--- config.mk ---
export PLATFORM = sky130hd
export DESIGN_NAME = clint_vec_flat
export DESIGN_NICKNAME = d
export VERILOG_FILES = /design/src/rtl/clint_vec_pkg.sv /design/src/rtl/clint_vec_if.sv /design/src/rtl/clint_prio_arb.sv /design/src/rtl/clint_vec.sv /design/src/flat_wrapper.sv
export SDC_FILE = /design/constraint.sdc
export NUM_CORES = 1
export LEC_CHECK = 0
export BUFFER_PORTS_ARGS = -buffer_cell sky130_fd_sc_hd__buf_2
export CORE_MARGIN = 1
export CORE_UTILIZATION = 35
export CTS_CLUSTER_DIAMETER = 200
export DETAILED_ROUTE_END_ITERATION = 7
export HOLD_SLACK_MARGIN = 0.02
export SLEW_MARGIN = 10
export SYNTH_ARGS = -nofsm -noshare
export SYNTH_HDL_FRONTEND = slang
export SYNTH_SLANG_ARGS = --single-unit
export TNS_END_PERCENT = 1
--- constraint.sdc ---
create_clock -name clk -period 2.2 [get_ports clk]
set_input_delay 0.22 -clock clk [delete_from_list [all_inputs] [get_ports clk]]
set_output_delay 0.22 -clock clk [all_outputs]
set_load 0.01 [all_outputs]
--- src/rtl/clint_vec_pkg.sv ---
// Shared CSR addresses, mstatus bit positions, FSM encodings and mstatus
// rewrite helpers for the core-local interrupt controller.
package clint_vec_pkg;

    localparam logic [31:0] CSR_MSTATUS = 32'h0000_0300;
    localparam logic [31:0] CSR_MTVEC   = 32'h0000_0305;
    localparam logic [31:0] CSR_MEPC    = 32'h0000_0341;
    localparam logic [31:0] CSR_MCAUSE  = 32'h0000_0342;

    localparam logic [31:0] INST_MRET   = 32'h3020_0073;

    localparam int MSTATUS_MIE  = 3;
    localparam int MSTATUS_MPIE = 7;

    localparam int          CLINT_IRQ_BASE  = 16;
    localparam logic [31:0] CLINT_PMP_CAUSE = 32'h0000_0001;

    // One-hot trap sequencer states
    localparam logic [7:0] ST_IDLE        = 8'b0000_0001;
    localparam logic [7:0] ST_SAVE_EPC    = 8'b0000_0010;
    localparam logic [7:0] ST_SAVE_CAUSE  = 8'b0000_0100;
    localparam logic [7:0] ST_SAVE_STATUS = 8'b0000_1000;
    localparam logic [7:0] ST_ASSERT      = 8'b0001_0000;
    localparam logic [7:0] ST_WAIT_MRET   = 8'b0010_0000;
    localparam logic [7:0] ST_RESTORE     = 8'b0100_0000;
    localparam logic [7:0] ST_RETURN      = 8'b1000_0000;

    function automatic logic [31:0] mstatus_trap(input logic [31:0] s);
        logic [31:0] r;
        r               = s;
        r[MSTATUS_MPIE] = s[MSTATUS_MIE];
        r[MSTATUS_MIE]  = 1'b0;
        return r;
    endfunction

    function automatic logic [31:0] mstatus_mret(input logic [31:0] s);
        logic [31:0] r;
        r               = s;
        r[MSTATUS_MIE]  = s[MSTATUS_MPIE];
        r[MSTATUS_MPIE] = 1'b1;
        return r;
    endfunction

endpackage

--- src/rtl/clint_vec_if.sv ---
// Bundle between the interrupt controller, the id/ctrl stage, csr_reg and ex.
interface clint_vec_if #(
    parameter int NUM_SRC = 8
) ();
    logic [NUM_SRC-1:0] irq_i;
    logic [NUM_SRC-1:0] irq_en_i;
    logic               pmp_exc_i;
    logic [31:0]        inst_i;
    logic [31:0]        inst_addr_i;
    logic               hold_i;
    logic [31:0]        csr_rdata_i;
    logic [31:0]        csr_raddr_o;
    logic               csr_we_o;
    logic [31:0]        csr_waddr_o;
    logic [31:0]        csr_wdata_o;
    logic               int_assert_o;
    logic [31:0]        int_addr_o;
    logic               busy_o;

    modport slave (
        input  irq_i, irq_en_i, pmp_exc_i, inst_i, inst_addr_i, hold_i, csr_rdata_i,
        output csr_raddr_o, csr_we_o, csr_waddr_o, csr_wdata_o, int_assert_o, int_addr_o, busy_o
    );

    modport master (
        output irq_i, irq_en_i, pmp_exc_i, inst_i, inst_addr_i, hold_i, csr_rdata_i,
        input  csr_raddr_o, csr_we_o, csr_waddr_o, csr_wdata_o, int_assert_o, int_addr_o, busy_o
    );
endinterface

--- src/rtl/clint_prio_arb.sv ---
// Combinational arbiter: lowest index wins, or (RR_MODE=1) the search starts one
// past the last granted index and wraps.
module clint_prio_arb #(
    parameter int NUM_SRC = 8,
    parameter int RR_MODE = 0,
    parameter int IDX_W   = 3
) (
    input  logic [NUM_SRC-1:0] req,
    input  logic [IDX_W-1:0]   last,
    output logic               valid,
    output logic [IDX_W-1:0]   idx
);
    int base;
    int pos;

    always_comb begin
        valid = 1'b0;
        idx   = '0;
        base  = (RR_MODE != 0) ? int'(last) + 1 : 0;
        pos   = 0;
        for (int off = 0; off < NUM_SRC; off++) begin
            pos = base + off;
            if (pos >= NUM_SRC) begin
                pos = pos - NUM_SRC;
            end
            if (!valid && req[pos[IDX_W-1:0]]) begin
                valid = 1'b1;
                idx   = pos[IDX_W-1:0];
            end
        end
    end
endmodule

--- src/rtl/clint_vec.sv ---
// Core-local interrupt controller: pending capture, PMP exception latch, and the
// CSR save / redirect / MRET restore sequence.
module clint_vec
    import clint_vec_pkg::*;
#(
    parameter int          NUM_SRC   = 8,
    parameter int          EDGE_MODE = 1,
    parameter int          RR_MODE   = 0,
    parameter int          IRQ_BASE  = CLINT_IRQ_BASE,
    parameter logic [31:0] PMP_CAUSE = CLINT_PMP_CAUSE
) (
    input logic        clk,
    input logic        rst,
    clint_vec_if.slave bus
);
    localparam int IDX_W = (NUM_SRC > 1) ? $clog2(NUM_SRC) : 1;

    logic [7:0]         state_reg, state_next;
    logic [NUM_SRC-1:0] pending_reg, pending_next, irq_prev_reg;
    logic [NUM_SRC-1:0] pend_vec, req_vec, grant_mask;
    logic               exc_reg, is_exc_reg;
    logic [IDX_W-1:0]   rr_ptr_reg, arb_idx;
    logic               arb_valid;
    logic [31:0]        epc_reg, cause_reg, mstatus_reg, tvec_base;
    logic               is_idle, take, take_exc, take_irq, mret_go;

    assign is_idle = (state_reg == ST_IDLE);

    genvar gi;
    generate
        for (gi = 0; gi < NUM_SRC; gi++) begin : g_src
            if (EDGE_MODE != 0) begin : g_edge
                assign pend_vec[gi]     = pending_reg[gi];
                assign pending_next[gi] = (pending_reg[gi] & ~grant_mask[gi])
                                        | (bus.irq_i[gi] & ~irq_prev_reg[gi]);
            end else begin : g_level
                assign pend_vec[gi]     = bus.irq_i[gi];
                assign pending_next[gi] = bus.irq_i[gi];
            end
            assign grant_mask[gi] = take_irq && (arb_idx == IDX_W'(gi));
        end
    endgenerate

    assign req_vec = pend_vec & bus.irq_en_i;

    clint_prio_arb #(
        .NUM_SRC(NUM_SRC),
        .RR_MODE(RR_MODE),
        .IDX_W  (IDX_W)
    ) u_arb (
        .req  (req_vec),
        .last (rr_ptr_reg),
        .valid(arb_valid),
        .idx  (arb_idx)
    );

    // In IDLE the read port points at mstatus, so rdata carries the live MIE bit.
    assign take     = is_idle && !bus.hold_i
                   && (exc_reg || (arb_valid && bus.csr_rdata_i[MSTATUS_MIE]));
    assign take_exc = take && exc_reg;
    assign take_irq = take && !exc_reg;
    assign mret_go  = (state_reg == ST_WAIT_MRET) && (bus.inst_i == INST_MRET) && !bus.hold_i;

    always_comb begin
        state_next = state_reg;
        case (state_reg)
            ST_IDLE:        if (take) state_next = ST_SAVE_EPC;
            ST_SAVE_EPC:    state_next = ST_SAVE_CAUSE;
            ST_SAVE_CAUSE:  state_next = ST_SAVE_STATUS;
            ST_SAVE_STATUS: state_next = ST_ASSERT;
            ST_ASSERT:      state_next = ST_WAIT_MRET;
            ST_WAIT_MRET:   if (mret_go) state_next = ST_RESTORE;
            ST_RESTORE:     state_next = ST_RETURN;
            ST_RETURN:      state_next = ST_IDLE;
            default:        state_next = ST_IDLE;
        endcase
    end

    always_ff @(posedge clk) begin
        if (rst) begin
            state_reg    <= ST_IDLE;
            pending_reg  <= '0;
            irq_prev_reg <= '0;
            exc_reg      <= 1'b0;
            rr_ptr_reg   <= '0;
            epc_reg      <= '0;
            cause_reg    <= '0;
            is_exc_reg   <= 1'b0;
            mstatus_reg  <= '0;
        end else begin
            state_reg    <= state_next;
            pending_reg  <= pending_next;
            irq_prev_reg <= bus.irq_i;
            exc_reg      <= (exc_reg & ~take_exc) | bus.pmp_exc_i;
            if (take) begin
                epc_reg    <= bus.inst_addr_i;
                is_exc_reg <= take_exc;
                cause_reg  <= take_exc ? PMP_CAUSE : {1'b1, 31'(IRQ_BASE) + 31'(arb_idx)};
            end
            if (take_irq) begin
                rr_ptr_reg <= arb_idx;
            end
            if ((state_reg == ST_SAVE_EPC) || mret_go) begin
                mstatus_reg <= bus.csr_rdata_i;
            end
        end
    end

    assign tvec_base = {bus.csr_rdata_i[31:2], 2'b00};

    // Outputs are pure decodes of state; reset masks them so no write can leak out.
    always_comb begin
        bus.csr_raddr_o  = CSR_MSTATUS;
        bus.csr_we_o     = 1'b0;
        bus.csr_waddr_o  = '0;
        bus.csr_wdata_o  = '0;
        bus.int_assert_o = 1'b0;
        bus.int_addr_o   = '0;
        bus.busy_o       = !is_idle;
        if (rst) begin
            bus.csr_raddr_o = CSR_MTVEC;
            bus.busy_o      = 1'b0;
        end else begin
            case (state_reg)
                ST_SAVE_EPC: begin
                    bus.csr_we_o    = 1'b1;
                    bus.csr_waddr_o = CSR_MEPC;
                    bus.csr_wdata_o = epc_reg;
                end
                ST_SAVE_CAUSE: begin
                    bus.csr_we_o    = 1'b1;
                    bus.csr_waddr_o = CSR_MCAUSE;
                    bus.csr_wdata_o = cause_reg;
                end
                ST_SAVE_STATUS: begin
                    bus.csr_we_o    = 1'b1;
                    bus.csr_waddr_o = CSR_MSTATUS;
                    bus.csr_wdata_o = mstatus_trap(mstatus_reg);
                end
                ST_ASSERT: begin
                    bus.csr_raddr_o  = CSR_MTVEC;
                    bus.int_assert_o = 1'b1;
                    if (is_exc_reg || (bus.csr_rdata_i[1:0] == 2'b00)) begin
                        bus.int_addr_o = tvec_base;
                    end else begin
                        bus.int_addr_o = tvec_base + {cause_reg[29:0], 2'b00};
                    end
                end
                ST_RESTORE: begin
                    bus.csr_we_o    = 1'b1;
                    bus.csr_waddr_o = CSR_MSTATUS;
                    bus.csr_wdata_o = mstatus_mret(mstatus_reg);
                end
                ST_RETURN: begin
                    bus.csr_raddr_o  = CSR_MEPC;
                    bus.int_assert_o = 1'b1;
                    bus.int_addr_o   = bus.csr_rdata_i;
                end
                default: ;
            endcase
        end
    end
endmodule

--- src/flat_wrapper.sv ---
// flat-port wrapper written by rule: the top's interface ports become plain ports
module clint_vec_flat import clint_vec_pkg::*;
#(
    parameter int          NUM_SRC   = 8,
    parameter int          EDGE_MODE = 1,
    parameter int          RR_MODE   = 0,
    parameter int          IRQ_BASE  = CLINT_IRQ_BASE,
    parameter logic [31:0] PMP_CAUSE = CLINT_PMP_CAUSE
)
  (clk, rst, bus_irq_i, bus_irq_en_i, bus_pmp_exc_i, bus_inst_i, bus_inst_addr_i, bus_hold_i, bus_csr_rdata_i, bus_csr_raddr_o, bus_csr_we_o, bus_csr_waddr_o, bus_csr_wdata_o, bus_int_assert_o, bus_int_addr_o, bus_busy_o);
  clint_vec_if #(.NUM_SRC(NUM_SRC)) bus_i ();
  input logic clk;
  input logic rst;
  input wire logic [$bits(bus_i.irq_i)-1:0] bus_irq_i;
  input wire logic [$bits(bus_i.irq_en_i)-1:0] bus_irq_en_i;
  input wire logic [$bits(bus_i.pmp_exc_i)-1:0] bus_pmp_exc_i;
  input wire logic [$bits(bus_i.inst_i)-1:0] bus_inst_i;
  input wire logic [$bits(bus_i.inst_addr_i)-1:0] bus_inst_addr_i;
  input wire logic [$bits(bus_i.hold_i)-1:0] bus_hold_i;
  input wire logic [$bits(bus_i.csr_rdata_i)-1:0] bus_csr_rdata_i;
  output wire logic [$bits(bus_i.csr_raddr_o)-1:0] bus_csr_raddr_o;
  output wire logic [$bits(bus_i.csr_we_o)-1:0] bus_csr_we_o;
  output wire logic [$bits(bus_i.csr_waddr_o)-1:0] bus_csr_waddr_o;
  output wire logic [$bits(bus_i.csr_wdata_o)-1:0] bus_csr_wdata_o;
  output wire logic [$bits(bus_i.int_assert_o)-1:0] bus_int_assert_o;
  output wire logic [$bits(bus_i.int_addr_o)-1:0] bus_int_addr_o;
  output wire logic [$bits(bus_i.busy_o)-1:0] bus_busy_o;
  assign bus_i.irq_i = bus_irq_i;
  assign bus_i.irq_en_i = bus_irq_en_i;
  assign bus_i.pmp_exc_i = bus_pmp_exc_i;
  assign bus_i.inst_i = bus_inst_i;
  assign bus_i.inst_addr_i = bus_inst_addr_i;
  assign bus_i.hold_i = bus_hold_i;
  assign bus_i.csr_rdata_i = bus_csr_rdata_i;
  assign bus_csr_raddr_o = bus_i.csr_raddr_o;
  assign bus_csr_we_o = bus_i.csr_we_o;
  assign bus_csr_waddr_o = bus_i.csr_waddr_o;
  assign bus_csr_wdata_o = bus_i.csr_wdata_o;
  assign bus_int_assert_o = bus_i.int_assert_o;
  assign bus_int_addr_o = bus_i.int_addr_o;
  assign bus_busy_o = bus_i.busy_o;
  clint_vec #(.NUM_SRC(NUM_SRC), .EDGE_MODE(EDGE_MODE), .RR_MODE(RR_MODE), .IRQ_BASE(IRQ_BASE), .PMP_CAUSE(PMP_CAUSE)) u_core (.clk(clk), .rst(rst), .bus(bus_i));
endmodule
==> results.sh <==
export IMPL_status="finished with violations"
export IMPL_violations="negative setup slack"
export IMPL_post_route_util_pct=50.13
export IMPL_hold_class="input port to register"
export IMPL_root_buffer="clkbuf_16"
export IMPL_cts_buffers=9
export IMPL_vias=6123
export IMPL_initial_utilization_pct=36.14
export IMPL_ioPinCount=247
export IMPL_die_y_um=128.0
export IMPL_synth_common_cells="nand2_1, a21oi_1, dfxtp_1, nor2_1, buf_4"
export IMPL_ant_nets=0
export IMPL_crit_chain="ha_4, fa_2, a21o_1, a31oi_4, buf_6, nor4_4, nand4_1, or3_1, a31oi_2, buf_2"
export IMPL_grtUsageTotal_pct=22.59
export IMPL_die_w_um=128.0
export IMPL_tns_ns=-12.97
export IMPL_yosysWarnings=0
export IMPL_dieArea_mm2=0.01638
export IMPL_post_cts_buffers=0
export IMPL_setup_viol=69
export IMPL_nets=1126
export IMPL_synth_ff_type="dfxtp_1"
export IMPL_drive_gt1_share_pct=34.46
export IMPL_routabilityCongestion=0.8479
export IMPL_start_kind="register"
export IMPL_tritoncts="done"
export IMPL_fin_skew_ns=0.008164
export IMPL_synth_seq_cells=94
export IMPL_critPathMaxFanout=4
export IMPL_tightest_slew_ns=0.6196
export IMPL_stdcell_count=1223
export IMPL_area_growth_pct=38.69
export IMPL_viasPerCell=5.007
export IMPL_peakVddDrop_mv=0.4093
export IMPL_fin_crit_ns=2.725
export IMPL_htree_levels=3
export IMPL_p_sw_share_pct=27.36
export IMPL_multiInputGateArea_mm2=0.003521
export IMPL_rsz0062_at_grt="true"
export IMPL_regArea_mm2=0.001897
export IMPL_grt_pass1_wl_mm=28.68
export IMPL_slowest_delay_ns=0.36
export IMPL_grt_pass1_vias=5563
export IMPL_fin_ws_ns=-0.5252
export IMPL_slew_headroom_pct=58.69
export IMPL_slowest_stage="dfxtp_2"
export IMPL_end_kind="output pin"
export IMPL_power_share_clock_pct=39.0
export IMPL_synth_cell_types=56
export IMPL_pwr_density_cell_mw_per_mm2=556.6
export IMPL_nFillCells=1595
export IMPL_syn_inst=777
export IMPL_r2r_cells=9
export IMPL_wirelength_mm=18.69
export IMPL_clock_latency_ns=0.35
export IMPL_grt_max_degree=73
export IMPL_power_switching_uw=1173
export IMPL_overflow=0
export IMPL_wl_per_cell_um=15.28
export IMPL_yosysTopAreaCell="dfxtp_1"
export IMPL_synth_area_per_cell_um2=7.150
export IMPL_hold_violations=0
export IMPL_hold_depth=3
export IMPL_timing_hold_ws_ns=0.08547
export IMPL_combPwrFrac_pct=18.0
export IMPL_cts_sinks=94
export IMPL_worst_ep_required_time_ns=1.98
export IMPL_yosysTopAreaCellShare_pct=33.87
export IMPL_seqPwrFrac_pct=43.0
export IMPL_yosysSeqAreaShare_pct=33.87
export IMPL_synth_edf_count=0
export IMPL_antenna_found_initial=2
export IMPL_leakagePower_uw=0.003299
export IMPL_finalMaxSlewViolations=0
export IMPL_synth_most_common_cell="nand2_1"
export IMPL_internal_power_uw=3115
export IMPL_max_freq_mhz=366.9
export IMPL_synth_area_mm2=0.005555
export IMPL_path_class="register to output pin"
export IMPL_post_route_period_util_pct=123.9
export IMPL_port_buffers=190
export IMPL_first_pass_iters=5
export IMPL_max_cap_viol_count=0
export IMPL_clk_pin_slew_ns=0.07
export IMPL_ys_top_cells_by_area="dfxtp_1, nand2_1, a21oi_1"
export IMPL_core_region_area_mm2=0.01537
export IMPL_cts_buffer_depth=2
export IMPL_placed_cells=1206
export IMPL_drt_iter0_drc=274
export IMPL_row_count=45
export IMPL_place_hpwl_mm=14.04
export IMPL_drc_errors=0
export IMPL_async_flop_share_pct=0
export IMPL_worstPathArrival_ns=2.51
==> what timing repair did <==
| item | in CTS | in global routing |
|---|---|---|
| endpoints found under the setup margin | 71 | 113 |
| hold buffers | 0 | 0 |
| gates cloned | 0 | 0 |
| pin swaps | 27 | 9 |
| resized for setup | 59 | 31 |
==> power by group through the flow <==
| stage | Combinational (µW) | Clock (µW) | Sequential [µW] |
|---|---|---|---|
| detailed placement | 716 | 0 | 1870 |
| global placement | 712 | 0 | 1870 |
| global route | 856 | 1800 | 1850 |
| CTS | 750 | 1710 | 1840 |
| floorplan | 446 | 0 | 1860 |
| finish | 772 | 1670 | 1840 |
==> cell type report <==
type | count | share of cell area [%]
Multi-Input combinational cell | 621 | 45.70
Clock buffer | 11 | 3.020
Tap cell | 211 | 3.426
Timing Repair Buffer | 273 | 21.83
Sequential cell | 94 | 24.62
Inverter | 6 | 0.2923
Antenna cell | 2 | 0.06496
Clock inverter | 5 | 1.056
==> cells in the final DEF, fill, tap and decap left out, types with 5 or more instances in the layout <==
master / netlist / layout
a21oi_2: 0 / 6
a22oi_1: 31 / 29
clkbuf_16: 0 / 9
nor3_1: 9 / 7
inv_1: 6 / 6
a21oi_1: 104 / 97
nand4_1: 14 / 14
dfxtp_1: 94 / 86
buf_4: 60 / 69
dfxtp_2: 0 / 6
o21ai_0: 35 / 26
conb_1: 2 / 56
nor2b_1: 18 / 17
a22o_1: 5 / 5
o21ai_1: 0 / 9
or3_1: 8 / 8
a31oi_1: 10 / 7
nand3_1: 16 / 16
buf_8: 0 / 5
nor2_1: 65 / 59
buf_6: 0 / 10
nand2_1: 162 / 161
nand2b_1: 10 / 10
buf_2: 8 / 187
==> cells by family after synthesis <==
group                    share of synthesized area [%]
AO/OA/AOI/OAI                                    22.39
XOR/XNOR                                        0.4731
adder cells (fa/ha/maj)                          1.261
buffers and inverters                            12.07
flip-flops                                       33.87
multiplexers                                    0.1802
other                                           0.1352
AND/OR/NAND/NOR                                  29.62
==> metrics by stage <==
step                total power (µW)  setup WS (ns)  cell area, µm²
floorplan                       2308       -0.05063            5787
global placement                2581        -0.3964            7023
detailed placement              2588        -0.3978            7023
CTS                             4299        -0.5207            7579
global route                    4503        -0.7046            7702
finish                          4289        -0.5252            7705
==> path summary, 6_finish.rpt <==
path	startpoint	endpoint	slack (ns)
worst min-delay path	bus_pmp_exc_i	u_core.exc_reg	0.09
worst max-delay path	u_core.cause_reg[0]	bus_int_addr_o[30]	-0.53
worst min register to register	u_core.mstatus_reg[22]	u_core.mstatus_reg[22]	0.45
worst max register to register	u_core.state_reg[7]	u_core.mstatus_reg[10]	0.11
==> layer usage <==
layer | part of all wire [%] | global-route usage (%) | vias to the layer above | routed length, µm
li1 | - | - | 3059 | -
met1 | 46 | 29.61 | 2824 | 8530
met2 | 46 | 36.92 | 223 | 8640
met3 | 6.4 | 4.841 | 17 | 1204
met4 | 1.7 | 7.266 | 0 | 316
met5 | 0 | 0 | - | 0
==> critical path: cells and delay by family, from the launching register on <==
family / cells / cell delay, ns
compound gates: 3 / 0.46
fa+ha+maj: 2 / 0.37
buf+inv: 2 / 0.31
flops: 1 / 0.36
simple gates: 3 / 0.65
Note: power is estimated with default switching activity, not from simulation.
